## src/rtl/pipe_pkg.sv

```systemverilog
// pipe_pkg: mode encodings and occupancy width helper shared by the pipe_chain slice
package pipe_pkg;
  localparam int PIPE_MODE_FWD = 0;
  localparam int PIPE_MODE_FULL = 1;
  // Bits needed to count up to the peak number of held beats; never below 1.
  function automatic int occ_width(input int depth, input int mode);
    int cap = (mode == PIPE_MODE_FULL) ? 2 * depth : depth;
    int w = 1;
    while ((1 << w) <= cap) w++;
    return w;
  endfunction
endpackage

```

## src/rtl/pipe_slice.sv

```systemverilog
// pipe_slice: one valid/ready register slice, forward-registered or full-registered (skid)
module pipe_slice
  import pipe_pkg::*;
#(
  parameter int DATA_W = 8,
  parameter int MODE = PIPE_MODE_FWD
) (
  input  logic              clk,
  input  logic              rst_n,
  input  logic              flush,
  input  logic              valid_up,
  input  logic [DATA_W-1:0] data_up,
  output logic              ready_up,
  output logic              valid_dn,
  output logic [DATA_W-1:0] data_dn,
  input  logic              ready_dn,
  output logic [1:0]        cnt
);
  if (MODE == PIPE_MODE_FULL) begin : g_skid
    logic mv, sv, main_free;
    logic [DATA_W-1:0] md, sd;
    assign main_free = ~mv | ready_dn;
    assign ready_up = ~sv;
    assign valid_dn = mv;
    assign data_dn = md;
    assign cnt = {1'b0, mv} + {1'b0, sv};
    // Valid bits: a freed main is refilled from skid first; a stalled main spills into skid.
    always_ff @(posedge clk or negedge rst_n)
      if (!rst_n) begin
        mv <= 1'b0;
        sv <= 1'b0;
      end else if (flush) begin
        mv <= 1'b0;
        sv <= 1'b0;
      end else if (main_free) begin
        mv <= sv | valid_up;
        sv <= 1'b0;
      end else begin
        sv <= sv | valid_up;
      end
    // Payloads follow the valid moves; a flush leaves them untouched.
    always_ff @(posedge clk or negedge rst_n)
      if (!rst_n) begin
        md <= '0;
        sd <= '0;
      end else if (!flush) begin
        if (main_free & (sv | valid_up)) md <= sv ? sd : data_up;
        if (~main_free & ~sv & valid_up) sd <= data_up;
      end
  end else begin : g_fwd
    logic v;
    logic [DATA_W-1:0] d;
    assign ready_up = ready_dn | ~v;
    assign valid_dn = v;
    assign data_dn = d;
    assign cnt = {1'b0, v};
    // Single register: load whenever the slot is empty or being emptied downstream.
    always_ff @(posedge clk or negedge rst_n)
      if (!rst_n) begin
        v <= 1'b0;
        d <= '0;
      end else if (flush) begin
        v <= 1'b0;
      end else if (ready_up) begin
        v <= valid_up;
        if (valid_up) d <= data_up;
      end
  end
endmodule

```

## src/rtl/pipe_chain.sv

```systemverilog
// pipe_chain: DEPTH chained valid/ready slices with synchronous flush and occupancy count
module pipe_chain
  import pipe_pkg::*;
#(
  parameter int DATA_W = 256,
  parameter int DEPTH = 1,
  parameter int MODE = PIPE_MODE_FWD,
  parameter int OCC_W = occ_width(DEPTH, PIPE_MODE_FULL)
) (
  input  logic              clk,
  input  logic              rst_n,
  input  logic              flush,
  input  logic              in_valid,
  input  logic [DATA_W-1:0] in_data,
  output logic              in_ready,
  output logic              out_valid,
  output logic [DATA_W-1:0] out_data,
  input  logic              out_ready,
  output logic [OCC_W-1:0]  occ,
  output logic              busy
);
  if (MODE != PIPE_MODE_FWD && MODE != PIPE_MODE_FULL) begin : g_bad_mode
    $error("pipe_chain: MODE must be 0 or 1");
  end
  if (DEPTH < 0 || DEPTH > 8) begin : g_bad_depth
    $error("pipe_chain: DEPTH must be within 0..8");
  end
  if (DEPTH == 0) begin : g_pass
    assign out_valid = in_valid;
    assign out_data = in_data;
    assign in_ready = out_ready & ~flush;
    assign occ = '0;
  end else begin : g_pipe
    for (genvar i = 0; i < DEPTH; i++) begin : g_s
      logic vu, ru, vd, rd;
      logic [DATA_W-1:0] du, dd;
      logic [1:0] n;
      logic [OCC_W-1:0] acc;
      if (i == 0) begin : g_head
        assign vu = in_valid;
        assign du = in_data;
        assign acc = OCC_W'(n);
      end else begin : g_link
        assign vu = g_s[i-1].vd;
        assign du = g_s[i-1].dd;
        assign acc = g_s[i-1].acc + OCC_W'(n);
      end
      if (i == DEPTH - 1) begin : g_tail
        assign rd = out_ready;
      end else begin : g_next
        assign rd = g_s[i+1].ru;
      end
      pipe_slice #(.DATA_W(DATA_W), .MODE(MODE)) u_slice (
        .clk(clk),
        .rst_n(rst_n),
        .flush(flush),
        .valid_up(vu),
        .data_up(du),
        .ready_up(ru),
        .valid_dn(vd),
        .data_dn(dd),
        .ready_dn(rd),
        .cnt(n)
      );
    end
    assign in_ready = g_s[0].ru & ~flush;
    assign out_valid = g_s[DEPTH-1].vd;
    assign out_data = g_s[DEPTH-1].dd;
    assign occ = g_s[DEPTH-1].acc;
  end
  assign busy = |occ;
endmodule

```

## config.mk

```make
export PLATFORM = sky130hd
export DESIGN_NAME = pipe_chain
export DESIGN_NICKNAME = d
export VERILOG_FILES = /design/src/rtl/pipe_pkg.sv /design/src/rtl/pipe_slice.sv /design/src/rtl/pipe_chain.sv
export SDC_FILE = /design/constraint.sdc
export NUM_CORES = 1
export LEC_CHECK = 0
export BUFFER_PORTS_ARGS = -buffer_cell sky130_fd_sc_hd__buf_2
export CELL_PAD_IN_SITES_DETAIL_PLACEMENT = 0
export CELL_PAD_IN_SITES_GLOBAL_PLACEMENT = 1
export CORE_AREA = 2 2 202 204
export CTS_CLUSTER_DIAMETER = 150
export CTS_CLUSTER_SIZE = 8
export DETAILED_ROUTE_END_ITERATION = 10
export DIE_AREA = 0 0 204 206
export PLACE_DENSITY = 0.61
export SLEW_MARGIN = 10
export SYNTH_ARGS = -nofsm -noshare
export SYNTH_HDL_FRONTEND = slang
export SYNTH_SLANG_ARGS = --single-unit
export TNS_END_PERCENT = 20
```

## constraint.sdc

```tcl
create_clock -name clk -period 2.1 [get_ports clk]
set_input_delay 0.42 -clock clk [delete_from_list [all_inputs] [get_ports clk]]
set_output_delay 0.42 -clock clk [all_outputs]
set_load 0.005 [all_outputs]
```

==> out/qor.yml <==
clock_tree:
  clockBufferDepth: 3
  path_clk_slew_ns: 0.05
  clock_latency_ns: 0.52
  cts-resized-gates: 0
  cts_tree: "done"
  clockRootBuffer: "clkbuf_16"
  h-tree-depth: 2
  cts_sinks: 257
  postCtsHoldBufs: 1
  postCtsSetupBuffers: 0
  cts_made_buffers: 38
sta:
  max_freq_ghz: 0.525
  whs_ns: 0.110
  fin_skew_ns: 0.00678
  maxSlewViolCount: 0
  hold_viol_final: 0
  rsz0062_at_grt: "no"
  fin_crit_ns: 1.90
  setup_viol: 0
  period_share_pct: 90.7
  setup-tns-final_ns: 0
yosys:
  synth_compound_area_share_pct: 0
  synth_most_common_cell: "dfrtp_1"
  synth_top_family_by_area: "multiplexers"
  syn_avg_cell_area_um2: 17.5
  synthFlopType: "dfrtp_1"
  synthCells: 550
  synth_top_area_share_pct: 66.7
  synthSimpleGateAreaFrac_pct: 0.402
  synth_area_leaders: "dfrtp_1 67%, mux2_2 26%, mux2_1 3.9%"
  yosysUniqueCellTypes: 10
  synth_mux_area_share_pct: 29.9
  async_flop_share_pct: 100
  yosys.area.top_type: "dfrtp_1"
  yosys.area_share.xor_xnor_pct: 0
  synth_commonest_cells: "257 x dfrtp_1, 223 x mux2_2, 33 x mux2_1, 16 x buf_4, 14 x buf_6"
  synth_edf_count: 0
  synth_adder_area_share_pct: 0
  mappedNetlistArea_mm2: 0.00964
  synth-seq-area-share_pct: 66.7
  ys_ff_latch: 257
  yosysWarnings: 0
  synth_fp_nets: 811
global_routing:
  overflow: 0
  grt_pass1_vias: 7053
  grt_max_degree: 51
  grt_util_all_layers_pct: 12.6
  antenna_found_initial: 2
  grt_pass1_wl_um: 40500
floorplan:
  core_mm2: 0.0402
  dieArea_mm2: 0.0420
  start_util_pct: 24.0
  chipHeight_um: 206
  die_x_um: 204
  num_rows: 74
  pin_count: 522
setup_path:
  worstPathRequired_ns: 2.50
  startpoint_type: "flip-flop"
  cp_data_arrival_time_ns: 2.30
  crit_type: "reg -> reg"
  setup.worst_path.end_class: "flip-flop"
  worstPathMaxFanout: 35
routing:
  wirelength_um: 27400
  drtPass1Iterations: 4
  wl_met1_um: 9960
  first_iter_violations: 175
  drcViolationCount: 0
  highest_layer: "met4"
  ant_nets: 0
  vias: 6682
  wl_per_cell_um: 16.7
  route.met2.wl_um: 14000
  routed-wl-met3_um: 2700
  via_per_inst: 4.07
pwr:
  vdd_ir_drop_max_v: 0.000618
  p_leak_nw: 6.77
  powerDensity_mw_per_mm2: 1010
finish:
  fin_area_mm2: 0.0140
  seq_area_mm2: 0.00643
  multi_input_area_mm2: 0.00293
  fill_cells: 4018
  syn_to_final_growth_pct: 45.7
  nets: 1366
  final_layout_size_suffix_gt1_share_pct: 73.3
outcome:
  status: "completed"
placement:
  post_dp_cell_area_mm2: 0.0130
  globalplace.congestion: 0.771
  io_buffers: 520
  dp_hpwl_um: 21200
min_path:
  hp-class: "in -> reg"
job:
  maxCapViolations: 0
## worst max-delay path, stage by stage, from the launching register on
cell,delay (ns)
dfrtp_1,0.40
nor2b_2,0.19
nor3b_4,0.30
buf_12,0.25
buf_12,0.24
mux2_2,0.36
## kinds of logic (layout without fill, tap and decap cells)
group	after synthesis	count (layout)
muxes	256	256
and+or+nand+nor	5	5
DFF	257	257
other	1	4
buffers and inverters	31	589
## state kept, by name, indices dropped and copies added (netlist names)
| signal | flops |
|---|---|
| g_pipe.g_s.u_slice.data_dn | 256 |
| g_pipe.g_s.u_slice.valid_dn | 1 |
## power by group
part,internal [W],switching [W],leakage (nW),total (W)
sequential,0.00581,0.000401,3.02,0.00621
combinational,0.00145,0.00102,3.24,0.00247
clock,0.00340,0.00205,0.511,0.00545
total,0.0107,0.00347,6.77,0.0141
## metrics by stage
stage	utilization [%]	setup slack (ns)	std cells	total power, W
2_1_floorplan	-	0.504	550	0.00728
3_3_place_gp	32.3	0.226	1596	0.00877
3_5_place_dp	32.3	0.193	1596	0.00882
4_1_cts	34.9	0.178	1640	0.0144
5_1_grt	34.9	0.131	1642	0.0149
6_report	34.9	0.196	1643	0.0141
## routing by layer
layer | up-vias | GRT usage [%]
met3 | 46 | 5.30
met2 | 307 | 21.6
li1 | 3038 | -
met1 | 3291 | 13.8
met5 | - | 0
met4 | 0 | 4.97
## layout make-up
type	count	area share, %
antenna	3	0.0535
tap	532	4.74
clock inverter	1	0.0624
clock buffer	42	7.33
multi-input combinational	262	20.8
timing repair buffer	546	21.2
sequential	257	45.8
## placed cells by master, fill, tap and decap left out, drive strengths merged
master,instances
nor3b,1
nor2b,1
conb,1
clkbuf,42
dfrtp,257
dlygate4sd3,1
buf,545
nor2,3
mux2,256
diode,3
clkinv,1
## worst paths after layout
check | cells after the start | endpoint | start | slack, ns
worst max-delay path | 5 | g_pipe.g_s[0].u_slice.data_dn[194] | g_pipe.g_s[0].u_slice.valid_dn | 0.20
worst min-delay path | 2 | g_pipe.g_s[0].u_slice.data_dn[114] | in_data[114] | 0.11
worst max register to register | 5 | g_pipe.g_s[0].u_slice.data_dn[194] | g_pipe.g_s[0].u_slice.valid_dn | 0.20
worst min register to register | 1 | g_pipe.g_s[0].u_slice.data_dn[16] | g_pipe.g_s[0].u_slice.data_dn[16] | 0.47
max in group asynchronous | 3 | g_pipe.g_s[0].u_slice.data_dn[113] | rst_n | 1.00
min in group asynchronous | 2 | g_pipe.g_s[0].u_slice.data_dn[45] | rst_n | 0.44
(Power assumes the default switching activity.)
